## src/rtl/display_scan_pkg.sv

```systemverilog
// Shared glyph constants and types for the 4-digit multiplexed display scanner.
package display_scan_pkg;

    localparam logic [6:0] SEG_OFF = 7'h7F;
    localparam logic [3:0] AN_OFF  = 4'hF;

    localparam logic [6:0] GLYPH_0 = 7'h40;
    localparam logic [6:0] GLYPH_1 = 7'h79;
    localparam logic [6:0] GLYPH_2 = 7'h24;
    localparam logic [6:0] GLYPH_3 = 7'h30;
    localparam logic [6:0] GLYPH_4 = 7'h19;
    localparam logic [6:0] GLYPH_5 = 7'h12;
    localparam logic [6:0] GLYPH_6 = 7'h02;
    localparam logic [6:0] GLYPH_7 = 7'h78;
    localparam logic [6:0] GLYPH_8 = 7'h00;
    localparam logic [6:0] GLYPH_9 = 7'h10;
    localparam logic [6:0] GLYPH_A = 7'h08;
    localparam logic [6:0] GLYPH_B = 7'h03;
    localparam logic [6:0] GLYPH_C = 7'h46;
    localparam logic [6:0] GLYPH_D = 7'h21;
    localparam logic [6:0] GLYPH_E = 7'h06;
    localparam logic [6:0] GLYPH_F = 7'h0E;

    typedef logic [1:0] slot_t;

    localparam slot_t SLOT_LAST = 2'd3;

    typedef struct packed {
        logic [3:0] an;
        logic [6:0] seg;
    } disp_t;

    localparam disp_t DISP_OFF = '{an: AN_OFF, seg: SEG_OFF};

    // Active-low one-cold anode pattern for a slot.
    function automatic logic [3:0] an_select(slot_t s);
        return ~(4'b0001 << s);
    endfunction

endpackage

```

## src/rtl/hex_to_seg7.sv

```systemverilog
// Combinational hex nibble to active-low {g,f,e,d,c,b,a} segment decoder.
module hex_to_seg7
    import display_scan_pkg::*;
(
    input  logic [3:0] hex_i,
    output logic [6:0] seg_o
);

    always_comb begin
        seg_o = SEG_OFF;
        unique case (hex_i)
            4'h0: seg_o = GLYPH_0;
            4'h1: seg_o = GLYPH_1;
            4'h2: seg_o = GLYPH_2;
            4'h3: seg_o = GLYPH_3;
            4'h4: seg_o = GLYPH_4;
            4'h5: seg_o = GLYPH_5;
            4'h6: seg_o = GLYPH_6;
            4'h7: seg_o = GLYPH_7;
            4'h8: seg_o = GLYPH_8;
            4'h9: seg_o = GLYPH_9;
            4'hA: seg_o = GLYPH_A;
            4'hB: seg_o = GLYPH_B;
            4'hC: seg_o = GLYPH_C;
            4'hD: seg_o = GLYPH_D;
            4'hE: seg_o = GLYPH_E;
            4'hF: seg_o = GLYPH_F;
        endcase
    end

endmodule

```

## src/rtl/display_scan.sv

```systemverilog
// Four-digit seven-segment scanner with per-digit blanking and whole-display blink.
module display_scan
    import display_scan_pkg::*;
#(
    parameter int unsigned SCAN_DIV     = 50000,
    parameter int unsigned BLINK_FRAMES = 125
)
(
    input  logic       clk,
    input  logic       reset,
    input  logic [3:0] digit0,
    input  logic [3:0] digit1,
    input  logic [3:0] digit2,
    input  logic [3:0] digit3,
    input  logic [3:0] blank,
    input  logic       blink_en,
    output logic [3:0] an,
    output logic [6:0] seg,
    output logic       dp
);

    localparam int PS_W = (SCAN_DIV > 1) ? $clog2(SCAN_DIV) : 1;
    localparam logic [PS_W-1:0] PS_LAST = PS_W'(SCAN_DIV - 1);
    localparam logic [7:0]      BL_LAST = 8'(BLINK_FRAMES - 1);

    logic [PS_W-1:0] ps_q, ps_d;
    slot_t           idx_q, idx_d;
    logic [7:0]      bcnt_q, bcnt_d;
    logic            phase_q, phase_d;
    disp_t           out_q, out_d;

    logic       tick;
    logic       frame_end;
    logic       visible;
    logic [3:0] cur_hex;
    logic [6:0] cur_seg;

    assign tick      = (ps_q == PS_LAST);
    assign frame_end = tick && (idx_q == SLOT_LAST);

    always_comb begin
        ps_d  = ps_q + 1'b1;
        idx_d = idx_q;
        if (tick) begin
            ps_d  = '0;
            idx_d = idx_q + 2'd1;
        end
    end

    // Deasserting blink_en always wins over a coincident frame_end.
    always_comb begin
        bcnt_d  = bcnt_q;
        phase_d = phase_q;
        if (!blink_en) begin
            bcnt_d  = '0;
            phase_d = 1'b1;
        end else if (frame_end) begin
            if (bcnt_q == BL_LAST) begin
                bcnt_d  = '0;
                phase_d = ~phase_q;
            end else begin
                bcnt_d = bcnt_q + 8'd1;
            end
        end
    end

    always_comb begin
        cur_hex = digit0;
        unique case (idx_q)
            2'd0: cur_hex = digit0;
            2'd1: cur_hex = digit1;
            2'd2: cur_hex = digit2;
            2'd3: cur_hex = digit3;
        endcase
    end

    hex_to_seg7 u_dec (
        .hex_i (cur_hex),
        .seg_o (cur_seg)
    );

    // With blink disabled the display is visible even before phase_q catches up.
    assign visible = phase_q | ~blink_en;

    always_comb begin
        out_d = DISP_OFF;
        if (visible && !blank[idx_q]) begin
            out_d.an  = an_select(idx_q);
            out_d.seg = cur_seg;
        end
    end

    always_ff @(posedge clk or posedge reset) begin
        if (reset) begin
            ps_q    <= '0;
            idx_q   <= '0;
            bcnt_q  <= '0;
            phase_q <= 1'b1;
            out_q   <= DISP_OFF;
        end else begin
            ps_q    <= ps_d;
            idx_q   <= idx_d;
            bcnt_q  <= bcnt_d;
            phase_q <= phase_d;
            out_q   <= out_d;
        end
    end

    assign an  = out_q.an;
    assign seg = out_q.seg;
    assign dp  = 1'b1;

endmodule

```

## config.mk

```make
export PLATFORM = sky130hd
export DESIGN_NAME = display_scan
export DESIGN_NICKNAME = d
export VERILOG_FILES = /design/src/rtl/display_scan_pkg.sv /design/src/rtl/hex_to_seg7.sv /design/src/rtl/display_scan.sv
export SDC_FILE = /design/constraint.sdc
export NUM_CORES = 1
export LEC_CHECK = 0
export ABC_CLOCK_PERIOD_IN_PS = 2960
export BUFFER_PORTS_ARGS = -buffer_cell sky130_fd_sc_hd__clkbuf_2
export CAP_MARGIN = 20
export CELL_PAD_IN_SITES_DETAIL_PLACEMENT = 1
export CELL_PAD_IN_SITES_GLOBAL_PLACEMENT = 2
export CORE_ASPECT_RATIO = 1.75
export CORE_MARGIN = 4
export CORE_UTILIZATION = 36
export DETAILED_ROUTE_END_ITERATION = 8
export PLACE_DENSITY = 0.83
export SLEW_MARGIN = 20
export SYNTH_ARGS = -nofsm -noshare
export SYNTH_HDL_FRONTEND = slang
export SYNTH_SLANG_ARGS = --single-unit
```

## constraint.sdc

```tcl
create_clock -name clk -period 2.96 [get_ports clk]
set_clock_uncertainty 0.05 [all_clocks]
set_input_delay 0.592 -clock clk [delete_from_list [all_inputs] [get_ports clk]]
set_output_delay 0.592 -clock clk [all_outputs]
set_load 0.05 [all_outputs]
```

==> results.md, run 1 <==
- The number of ports placed on the die boundary is 35.
- The floorplan has 37 rows.
- Of the post-synthesis cell area, the dominant cell type holds 0.300.
- The flow ran to the end, and the final reports show no timing, DRC or antenna violations.
- The cell sitting at the root of the clock tree is a sky130_fd_sc_hd__clkbuf_8.
- The analysis attributes to net switching a power of 0.267 mW.
- Summed over all cells, the static leakage comes to 1.16 nW.
- The die covers 7390 sq um.
- Setup repair after global routing left no endpoint under its margin.
- The post-synthesis cell type with the largest combined area is sky130_fd_sc_hd__dfrtp_1.
- The fraction of synthesized cell area in xor and xnor cells is 0.0444.
- The worst setup path is launched from a flop.
- Counting every sink on the clock net gives 38.
- The aggregate routed wire length is about 5300 um.
- Yosys printed 0 warnings.
- The final sum of negative setup slack is 0 ns.
- In the synthesized netlist the async set-or-reset flop fraction comes to 1.00.
- For this run, the leading register cell type out of synthesis is sky130_fd_sc_hd__dfrtp_1.
- The cell count after synthesis is between 200 and 250.
- Using the TritonRoute via totals, the vias-per-cell ratio works out to 5.26.
- The synthesized cell area is ~2200 sq um.
- By area, the combinational part of the netlist is dominated by simple AND/OR/NAND/NOR gates.
- The internal cell power is 0.732 mW.
- Hold is met by ~0.33 ns.
- The largest net degree at the start of global routing is 39.
- The type of the setup path with the least slack is flop to flop.
- The data arrival time of the critical path is ~2.6 ns.
- Of the cells placed in the final design, the portion with a size suffix greater than 1 is 0.282.
- In this run the number of H-tree levels came out at 2.
- The final-report max-slew violation count was 0.
- The number of DRC markers after the initial detailed-route iteration is 58.
- The measured slew at the worst slew-check pin is 0.578 ns.
- The number of endpoints with negative hold slack in the final report is 0.
- The source-to-sink clock delay at the later pin of the worst-skew pair is around 0.3 ns.
- The mean instance size in the synthesized netlist is around 10 sq um.
- The fraction of the mapped netlist area in compound gates is 0.147.
- The launch point of the worst path is idx_q[0]$_DFFE_PP0N_.
- The maximum operating frequency is between 0.4 and 0.5 GHz.
- Synthesis inferred 38 register bits.
- In the global route stage, overall resource usage came out at 0.166.
- The post-cts sizing count is 0.
- The endpoint kind of the worst setup timing path is a flop.
- For this design the ratio of total power to cell area is roughly 400 nW/um^2.
- The worst pin sits at a relative slew slack of 0.604.
- Of the total synthesized cell area, the portion taken by AND, OR, NAND and NOR gates is 0.184.
- From bottom edge to top edge, the die measures 111 um.
- The clock slew seen by the registers of the worst setup and hold paths is approximately 0.080 ns.
- IR analysis of the VDD net gives a maximum drop of ~0.29 mV.
- Of the total synthesized cell area, the portion taken by full adders, half adders and majority gates is 0.0806.
- The number of hold buffers added after CTS was 0.
- The number of antenna repair diodes is 0.
- The setup slack of the worst register-to-register path is 0.57 ns.
- The number of search-and-repair iterations in the first detailed-routing pass is 4.
- For this block, the via count after detailed routing is 1714.
- In this run the horizontal extent of the chip is approximately 67 um.
- In the routed design, unresolved DRC markers number 0.
- The final cycle utilization of the critical path is 0.807.
- The path class of the tightest hold or removal check is input pin to asynchronous set/reset pin.
- Routability-driven placement finished with a final weighted congestion of approximately 0.85.
- Ranked by total cell area, the synthesized netlist is headed by sky130_fd_sc_hd__dfrtp_1 (30%), sky130_fd_sc_hd__dfstp_2 (15%), sky130_fd_sc_hd__ha_1 (8.1%).
- The initial antenna violation count is 0.
- At the worst endpoint, the required time is around 3.1 ns.
- The startpoint of the lowest-slack register-to-register path is idx_q[0]$_DFFE_PP0N_.
- The area of the core is between 5000 and 6000 sq um.
- The most frequent cell after synthesis is sky130_fd_sc_hd__dfrtp_1.
- The clock tree from TritonCTS is yes.
- For the finished layout, the period the worst path requires is roughly 2.4 ns.
- For this run, the register share of the synthesized area comes to 0.445.
- The number of global-route vias before repair was 1961.
- Synthesis instantiated 47 different standard cells from the library.
- The part of the total power dissipated in the clock network is 0.353.
- In the final routed layout, each cell accounts on average for 16.2 um.
- The initial standard-cell utilization of the core is 0.369.
- The sequential power share is 0.536.
- The first global-routing pass estimated between 9000 and 10000 um of wire.
- The count of endpoints failing setup in the final report is 0.
- The number of buffers on the longest clock path is 2.
- The count of input and output buffers is 33.
- Compared with the post-synthesis result, the final layout area differs by 15.4%.
- The mux contribution to synthesized area is 0.0530.
- In this run the post-CTS setup repair buffer count came out at 0.
- Ranked by instance count, the synthesized netlist is headed by sky130_fd_sc_hd__dfrtp_1 (26), sky130_fd_sc_hd__nand2_1 (23), sky130_fd_sc_hd__inv_1 (16).
- For this run the aggregate overflow at the end of global routing stands at 0.
- The number of maximum-capacitance violations is 0.
- Of the total power, combinational logic draws 0.110.
- The count of nets left with antenna violations once routing finished came out at 0.
- The number of nets in the layout is between 200 and 300.
- The number of nets in the synthesized netlist is 246.
- The number of CTS-inserted buffers is 5.
- Of all nets on the critical path, the largest fanout is 7.
- The final HPWL from detailed placement is 4170 um.
- The switching share of power is 0.267.
- Yosys mapped a number of flops with a built-in enable equal to 0.
[layout by cell type, fill, tap and decap left out, types with 8 or more instances in the layout]
cell type	instances
sky130_fd_sc_hd__dfrtp_1	26
sky130_fd_sc_hd__dfstp_2	12
sky130_fd_sc_hd__nand3_1	10
sky130_fd_sc_hd__nand2_1	23
sky130_fd_sc_hd__clkbuf_2	33
sky130_fd_sc_hd__ha_1	14
sky130_fd_sc_hd__a21oi_1	8
sky130_fd_sc_hd__inv_1	16
sky130_fd_sc_hd__nor2_1	15
[power by group through the flow]
stage | logic [mW] | clock network, mW | registers (mW)
after CTS | 0.112 | 0.371 | 0.536
after global placement | 0.111 | 0 | 0.545
after detailed placement | 0.112 | 0 | 0.545
after global routing | 0.122 | 0.394 | 0.537
after floorplan | 0.0429 | 0 | 0.576
final | 0.110 | 0.353 | 0.536
[registers in the layout (all words and copies together), names as in the netlist]
register  count
bcnt_q        8
phase_q       1
an            4
idx_q         2
seg           7
ps_q         16
[critical path, cell delays in order (launching register included)]
cell,delay (ns)
sky130_fd_sc_hd__dfrtp_1,0.42
sky130_fd_sc_hd__inv_1,0.15
sky130_fd_sc_hd__ha_1,0.37
sky130_fd_sc_hd__mux2i_1,0.42
sky130_fd_sc_hd__inv_1,0.17
sky130_fd_sc_hd__ha_1,0.34
sky130_fd_sc_hd__o21ai_0,0.16
sky130_fd_sc_hd__a21oi_1,0.06
sky130_fd_sc_hd__o21ai_0,0.17
[cell type report]
type	instances	area (sq um)
Inverter	16	60.1
Clock buffer	6	72.6
Tap cell	78	97.6
Timing Repair Buffer	36	188
Fill cell	698	3370
Multi-Input combinational cell	150	1110
Sequential cell	38	966
Clock inverter	2	13.8
[cell families (layout without fill, tap and decap cells)]
family                     count (synthesis)  after routing
xor gates and xnor gates                  11             11
and+or+nand+nor                           72             72
DFF                                       38             38
AOI/OAI and AO/OA                         42             42
buffers and inverters                     21             60
muxes                                     10             10
other                                      1              1
adders and majority gates                 14             14
[metrics by stage]
stage	worst slack, ns	std cells	utilization	area [sq um]	power (mW)
global placement	0.640	318	0.412	2420	0.656
CTS	0.541	326	0.426	2510	1.02
global route	0.299	326	0.426	2510	1.05
floorplan	0.869	209	-	2170	0.619
detailed placement	0.548	318	0.412	2420	0.657
finish	0.570	326	0.426	2510	0.999
[final timing paths]
kind                            cells after the start               endpoint
worst min register to register                      1     ps_q[15]$_DFF_PP0_
worst max-delay path                                8       seg[3]$_DFF_PP1_
worst min-delay path                                3  bcnt_q[0]$_DFFE_PP0P_
worst max register to register                      8       seg[3]$_DFF_PP1_
max in group asynchronous                           3        an[2]$_DFF_PP1_
min in group clk                                    1     ps_q[15]$_DFF_PP0_
[metal layers]
metal  part of all wire  GRT usage
met5                  0          0
met1               0.36      0.170
met3              0.035     0.0325
met2               0.58      0.311
met4              0.019     0.0651
No activity file was read; power rests on OpenSTA's default activity.
==> run 2, diff against run 1 <==
--- a/config.mk
+++ b/config.mk
@@ -5,7 +5,7 @@
 export SDC_FILE = /design/constraint.sdc
 export NUM_CORES = 1
 export LEC_CHECK = 0
-export ABC_CLOCK_PERIOD_IN_PS = 2960
+export ABC_CLOCK_PERIOD_IN_PS = 2500
 export BUFFER_PORTS_ARGS = -buffer_cell sky130_fd_sc_hd__clkbuf_2
 export CAP_MARGIN = 20
 export CELL_PAD_IN_SITES_DETAIL_PLACEMENT = 1
==> constraint.sdc (replaced) <==
create_clock -name clk -period 2.5 [get_ports clk]
set_clock_uncertainty 0.05 [all_clocks]
set_input_delay 0.5 -clock clk [delete_from_list [all_inputs] [get_ports clk]]
set_output_delay 0.5 -clock clk [all_outputs]
set_load 0.05 [all_outputs]
==> run 2 against run 1 <==
Utilization rose by 0.34 points. Design area increased by 0.80%. Hold slack got worse by 0.094 ns. Clock-buffer cell count is 1 higher. Critical path depth up 1. Non-clock buffer count increased by 1. Total power up 21%. Critical path type unchanged.
==> results.md, run 2 (synthesis results as in run 1) <==
- The type of the setup path with the least slack is flop to flop.
- The number of global-route vias before repair was 1798 (-8.3%).
- The startpoint kind of the worst setup timing path is a flop.
- The total number of H-tree levels is 2 (unchanged).
- The max-slew headroom at the worst pin is 0.614 (+0.0101).
- The static leakage power was 1.15 nW (-0.42%).
- The endpoint kind of the worst setup timing path is a flop.
- The clock slew seen by the registers of the worst setup and hold paths is 0.08 ns (about the same).
- The internal cell power is 0.893 mW (+22%).
- The source-to-sink clock delay at the later pin of the worst-skew pair is 0.30 ns (about the same).
- The largest driver fanout on the critical path came to 5 (-2).
- The number of antenna repair diodes is 0 (unchanged).
- The number of buffers on the longest clock path is 2 (unchanged).
- The maximum operating frequency is 0.435 GHz (+3.9%).
- The number of nets in the layout is 285 (+0.35%).
- The endpoint required time on the critical path is 2.67 ns (-0.46 ns).
- The flow ran to the end, and the final reports show no timing, DRC or antenna violations.
- Setup repair after global routing left no endpoint under its margin.
- The critical path goes through inv_1, ha_1, a222oi_1, mux2i_2, inv_1, ha_1, o21ai_0, a21oi_1, o21ai_0.
- The number of placement rows is 37 (unchanged).
- The routed length per instance was 16.0 um (-0.74%).
- The global placer's final weighted congestion is 0.810 (-4.3%).
- The terminus of the critical flop-to-flop path is seg[3]$_DFF_PP1_.
- The final-report max-slew violation count was 0 (unchanged).
- The switching share of power is 0.262 (-0.00566).
- The clock tree from TritonCTS is yes.
- The largest register by flop count is ps_q.
- The area of the core is 5880 sq um (unchanged).
- The classification of the worst-slack hold path is input pin to asynchronous set/reset pin.
- The quantity of hold-fixing buffers added after cts was 0 (unchanged).
- The setup slack of the worst register-to-register path is 0.20 ns (-0.37 ns).
- The final HPWL from detailed placement is 3990 um (-4.3%).
- The most critical setup path has its startpoint at idx_q[0]$_DFFE_PP0N_.
- The part of the total power dissipated in the clock network is 0.367 (+0.014).
- The startpoint of the lowest-slack register-to-register path is idx_q[0]$_DFFE_PP0N_.
- The count of endpoints failing setup in the final report is 0 (unchanged).
- The number of flip-flops under the largest register name is 16 (unchanged).
- The antenna violation net count after detailed routing is 0 (unchanged).
- The vertical extent of the die is 111 um (unchanged).
- The total routing usage reported by global routing is 0.160 (-0.00588).
- The sequential power share is 0.524 (-0.012).
- The number of search-and-repair iterations in the first detailed-routing pass was 4 (unchanged).
- The post-cts sizing count is 0 (unchanged).
- The count of input and output buffers is 33 (unchanged).
- The aggregate routed wire length was 5240 um (-0.44%).
- The number of ports placed on the die boundary was 35 (unchanged).
- The measured slew at the worst slew-check pin is 0.563 ns (-0.0147 ns).
- The largest net degree at the start of global routing came to 39 (unchanged).
- The initial antenna violation count came to 0 (unchanged).
- The vias after detailed routing was 1711 (-0.18%).
- The total clock sinks is 38 (unchanged).
- The data arrival time of the critical path is 2.47 ns (-0.09 ns).
- The post-CTS setup-driven buffer insertion count was 0 (unchanged).
- The number of CTS-inserted buffers is 5 (unchanged).
- The portion of total power attributed to combinational logic came to 0.109 (about the same).
- The switching power is 0.317 mW (+19%).
- The largest stage delay on the critical path is 0.41 ns (about the same).
- The share of the core filled with cells in the final layout is 0.430 (+0.00340).
- The number of DRC markers after the initial detailed-route iteration came to 39 (-33%).
- The fill cell total of the finished layout came to 703 (+0.72%).
- Compared with the post-synthesis result, the final layout area differs by 16.4%.
- The area of the die came to 7390 sq um (unchanged).
- The share of layout cells above drive strength 1 is 0.297 (+0.0149).
- The worst voltage drop across the vdd grid is 0.297 mV (+2.8%).
- The number of maximum-capacitance violations is 0 (unchanged).
- The final critical delay including setup and external delays is 2.30 ns (-0.0891 ns).
- The number of endpoints with negative hold slack in the final report is 0 (unchanged).
- The final cycle utilization of the critical path is 0.920 (+0.113).
- The final sum of negative setup slack was 0 ns (unchanged).
- The initial standard-cell utilization of the core was 0.369 (unchanged).
- On the critical path, the stage with the largest delay is an instance of sky130_fd_sc_hd__dfrtp_1.
- The overall overflow remaining after global route is 0 (unchanged).
- The number of remaining DRC errors is 0 (unchanged).
- The cell chosen for the clock root is sky130_fd_sc_hd__clkbuf_8.
- Following the worst setup path forward leads to its endpoint at seg[3]$_DFF_PP1_.
- The power density of the placed cells is 479 nW/um^2 (+20%).
- The commonest non-fill, non-tap cell in the layout is sky130_fd_sc_hd__clkbuf_2.
- The depth of the most critical reg-to-reg path is 9 (+1).
- The ratio of routed vias to standard cells was 5.23 (-0.48%).
- The horizontal die dimension is 66.7 um (unchanged).
- The top cell types in the final layout, fill and taps aside, are sky130_fd_sc_hd__clkbuf_2 (33), sky130_fd_sc_hd__dfrtp_1 (26), sky130_fd_sc_hd__nand2_1 (23).
- The first-pass GRT wire length came to 8940 um (-5.1%).
-- run 2: stage by stage --
stage / total power [mW] / cell area [sq um] / instances / setup slack (ns) / hold WS, ns
after floorplan: 0.733 / 2170 / 209 / 0.409 / 0.382
after CTS: 1.23 / 2520 / 327 / 0.0998 / 0.262
final: 1.21 / 2530 / 327 / 0.199 / 0.237
after detailed placement: 0.779 / 2430 / 319 / 0.135 / 0.410
after global routing: 1.27 / 2530 / 327 / 0.0295 / 0.292
after global placement: 0.777 / 2430 / 319 / 0.138 / 0.411
-- run 2: worst max-delay path, delay by kind of cell (launching register included) --
family          cells  cell delay (ns)
mux                 1             0.19
compound gates      4             0.73
flops               1             0.41
buf+inv             2             0.31
fa+ha+maj           2             0.55
-- run 2: per-layer routing --
layer / up-vias / global-route usage / wire length, um
li1: 824 / - / -
met1: 841 / 0.162 / 1940
met2: 37 / 0.296 / 3030
met3: 9 / 0.0314 / 142
met4: 0 / 0.0746 / 134
met5: - / 0 / 0
-- run 2: layout make-up --
| class | count | area, sq um | area share |
|---|---|---|---|
| Multi-Input combinational cell | 150 | 1120 | 0.442 |
| Sequential cell | 38 | 966 | 0.382 |
| Timing Repair Buffer | 37 | 195 | 0.0772 |
| Tap cell | 78 | 97.6 | 0.0386 |
| Clock buffer | 7 | 86.3 | 0.0342 |
| Inverter | 16 | 60.1 | 0.0238 |
| Clock inverter | 1 | 5.00 | 0.00198 |
-- run 2: how the worst min path moves through the flow --
stage | from | slack (ns) | endpoint
final | reset | 0.24 | bcnt_q[7]$_DFFE_PP0P_
after floorplan | ps_q[15]$_DFF_PP0_ | 0.38 | ps_q[15]$_DFF_PP0_
after detailed placement | ps_q[15]$_DFF_PP0_ | 0.41 | ps_q[15]$_DFF_PP0_
after global placement | ps_q[15]$_DFF_PP0_ | 0.41 | ps_q[15]$_DFF_PP0_
after CTS | reset | 0.26 | bcnt_q[7]$_DFFE_PP0P_
after global routing | reset | 0.29 | bcnt_q[7]$_DFFE_PP0P_
-- run 2: power by group through the flow --
stage | Clock, mW | Combinational (mW) | Sequential, mW
after global routing | 0.489 | 0.145 | 0.636
after detailed placement | 0 | 0.133 | 0.646
final | 0.444 | 0.132 | 0.635
after CTS | 0.465 | 0.134 | 0.635
after global placement | 0 | 0.131 | 0.646
after floorplan | 0 | 0.0508 | 0.682
==> run 3, diff against run 2 <==
--- a/config.mk
+++ b/config.mk
@@ -15,6 +15,7 @@
 export CORE_UTILIZATION = 36
 export DETAILED_ROUTE_END_ITERATION = 8
 export PLACE_DENSITY = 0.83
+export REMOVE_ABC_BUFFERS = 1
 export SLEW_MARGIN = 20
 export SYNTH_ARGS = -nofsm -noshare
 export SYNTH_HDL_FRONTEND = slang
==> run 3 against run 2 <==
Design area is 0.69% higher. Clock power hardly changed. Utilization grew 0.30 points. Routed wire length is 1.7% higher. Non-clock buffer count grew 2. Clock-buffer cell count did not move. Via count grew 1.9%. Maximum frequency down 3.7%. Die area did not move. Sequential share of layout area shrank 0.26 points. Critical path type unchanged. Critical endpoint unchanged. Largest power group unchanged. Highest routed layer unchanged.
==> results.md, run 3 (synthesis results as in run 1) <==
- The number of buffers on the longest clock path is 2 (unchanged).
- The total routing usage reported by global routing is 0.156 (-0.00328).
- The total clock sinks came to 38 (unchanged).
- The maximum operating frequency is 0.419 GHz (-3.7%).
- The count of endpoints failing setup in the final report came to 0 (unchanged).
- The pre-CTS setup slack is 0.114 ns (-0.0216 ns).
- The overall overflow remaining after global route is 0 (unchanged).
- The final cycle utilization of the critical path is 0.956 (+0.0355).
- The antenna violation net count after detailed routing was 0 (unchanged).
- The clock slew seen by the registers of the worst setup and hold paths was 0.08 ns (about the same).
- The ratio of routed vias to standard cells came to 5.30 (+1.3%).
- The number of search-and-repair iterations in the first detailed-routing pass is 5 (+1).
- The number of placement rows is 37 (unchanged).
- The routed length per instance is 16.2 um (+1.1%).
- The worst voltage drop across the vdd grid is 0.353 mV (+19%).
- The number of nets in the layout came to 287 (+0.70%).
- The startpoint kind of the worst setup timing path is a flop.
- TritonCTS built the clock tree.
- The area added between synthesis and finish is 17.2%.
- The share of layout cells above drive strength 1 is 0.303 (+0.00560).
- Ranked by flip-flop count, first place goes to ps_q.
- Leaving out fill and tap cells, the most frequent cell in the layout is sky130_fd_sc_hd__clkbuf_2.
- The critical path in this run is classified as flop to flop.
- The number of flip-flops under the largest register name was 16 (unchanged).
- The area of the core came to 5880 sq um (unchanged).
- The number of ports placed on the die boundary is 35 (unchanged).
- The area of the die came to 7390 sq um (unchanged).
- The static leakage power is 1.16 nW (+1.0%).
- The top cell types in the final layout, fill and taps aside, are sky130_fd_sc_hd__clkbuf_2 (33), sky130_fd_sc_hd__dfrtp_1 (26), sky130_fd_sc_hd__nand2_1 (23).
- The number of CTS-inserted buffers is 5 (unchanged).
- The vertical extent of the die is 111 um (unchanged).
- The flow ran to the end, and the final reports show no timing, DRC or antenna violations.
- CTS placed an instance of sky130_fd_sc_hd__clkbuf_8 at the clock tree root.
- The initial antenna violation count came to 0 (unchanged).
- The horizontal die dimension was 66.7 um (unchanged).
- The endpoint required time on the critical path came to 2.67 ns (about the same).
- The post-CTS setup-driven buffer insertion count was 0 (unchanged).
- The vias after detailed routing came to 1744 (+1.9%).
- The aggregate routed wire length is 5330 um (+1.7%).
- The final-report max-slew violation count is 0 (unchanged).
- The depth of the most critical reg-to-reg path is 9 (unchanged).
- The number of global-route vias before repair came to 1862 (+3.6%).
- The data arrival time of the critical path is 2.56 ns (+0.09 ns).
- The number of remaining DRC errors came to 0 (unchanged).
- The source-to-sink clock delay at the later pin of the worst-skew pair is 0.29 ns (about the same).
- The number of DRC markers after the initial detailed-route iteration was 55 (+41%).
- The power density of the placed cells was 476 nW/um^2 (-0.59%).
- The initial standard-cell utilization of the core came to 0.369 (unchanged).
- The final HPWL from detailed placement came to 4090 um (+2.4%).
- The largest net degree at the start of global routing was 39 (unchanged).
- The quantity of hold-fixing buffers added after cts was 0 (unchanged).
- The number of maximum-capacitance violations was 0 (unchanged).
- The total number of H-tree levels is 2 (unchanged).
- The worst setup path is captured at a flop.
- The global placer's final weighted congestion is 0.773 (-4.6%).
- The classification of the worst-slack hold path is input pin to asynchronous set/reset pin.
- The count of input and output buffers was 33 (unchanged).
- The largest driver fanout on the critical path is 5 (unchanged).
- The fill cell total of the finished layout is 705 (+0.28%).
- The number of endpoints with negative hold slack in the final report is 0 (unchanged).
- The smallest setup slack after layout came to 0.111 ns (-0.0887 ns).
- The first-pass GRT wire length is 9070 um (+1.5%).
- The final critical delay including setup and external delays is 2.39 ns (+0.0887 ns).
- The number of antenna repair diodes is 0 (unchanged).
- The final sum of negative setup slack was 0 ns (unchanged).
==> run 3: cell types whose count changed in the layout (fill, tap and decap cells not counted), sizes merged <==
cell  before  now
buf        4    6
==> run 3: where the power goes <==
group	switching, mW	internal [mW]	total, mW
Clock	0.219	0.223	0.442
Combinational	0.0940	0.0402	0.134
Sequential	0.00371	0.632	0.635
Total	0.317	0.894	1.21
==> run 3: metal layers <==
layer / share of wire / GRT usage
met5: 0 / 0
met4: 0.019 / 0.0448
met3: 0.029 / 0.0294
met2: 0.57 / 0.289
met1: 0.38 / 0.174
==> run 3: path summary, 6_finish.rpt <==
path | startpoint | to | slack (ns)
min reg2reg | ps_q[0]$_DFF_PP0_ | ps_q[0]$_DFF_PP0_ | 0.44
min in group clk | blink_en | phase_q$_DFFE_PP1P_ | 0.36
max in group asynchronous | reset | seg[0]$_DFF_PP1_ | 1.78
min | reset | ps_q[14]$_DFF_PP0_ | 0.26
max | idx_q[0]$_DFFE_PP0N_ | seg[3]$_DFF_PP1_ | 0.11
max reg2reg | idx_q[0]$_DFFE_PP0N_ | seg[3]$_DFF_PP1_ | 0.11
==> run 3: stage by stage <==
stage | hold slack (ns) | utilization | power [mW] | cell area [sq um] | instances
floorplan | 0.382 | - | 0.731 | 2140 | 204
global placement | 0.407 | 0.416 | 0.781 | 2440 | 321
detailed placement | 0.410 | 0.416 | 0.782 | 2440 | 321
CTS | 0.273 | 0.431 | 1.23 | 2530 | 329
global route | 0.309 | 0.433 | 1.27 | 2540 | 329
finish | 0.261 | 0.433 | 1.21 | 2540 | 329
==> run 3: final cells by class <==
type,count,area (sq um),area share
clock buffers,7,86.3,0.0339
flip-flops and latches,38,966,0.380
well taps,78,97.6,0.0383
inverters,16,60.1,0.0236
multi-input cells,150,1120,0.440
clock inverters,1,5.00,0.00197
repair buffers,39,210,0.0826
==> run 3: timing repair <==
item / CTS / global route
hold endpoints to repair: 0 / 0
endpoints found under the setup margin: 0 / 2
gates resized for setup: 0 / 3
==> run 3: critical path, cell delays in order, from the launching register on <==
cell and delay (ns):
sky130_fd_sc_hd__dfrtp_1 0.42, sky130_fd_sc_hd__inv_1 0.12, sky130_fd_sc_hd__ha_1 0.29, sky130_fd_sc_hd__a222oi_1 0.41, sky130_fd_sc_hd__mux2i_2 0.19, sky130_fd_sc_hd__inv_1 0.18
sky130_fd_sc_hd__ha_1 0.27, sky130_fd_sc_hd__o21ai_0 0.17, sky130_fd_sc_hd__a21oi_1 0.05, sky130_fd_sc_hd__o21ai_0 0.15
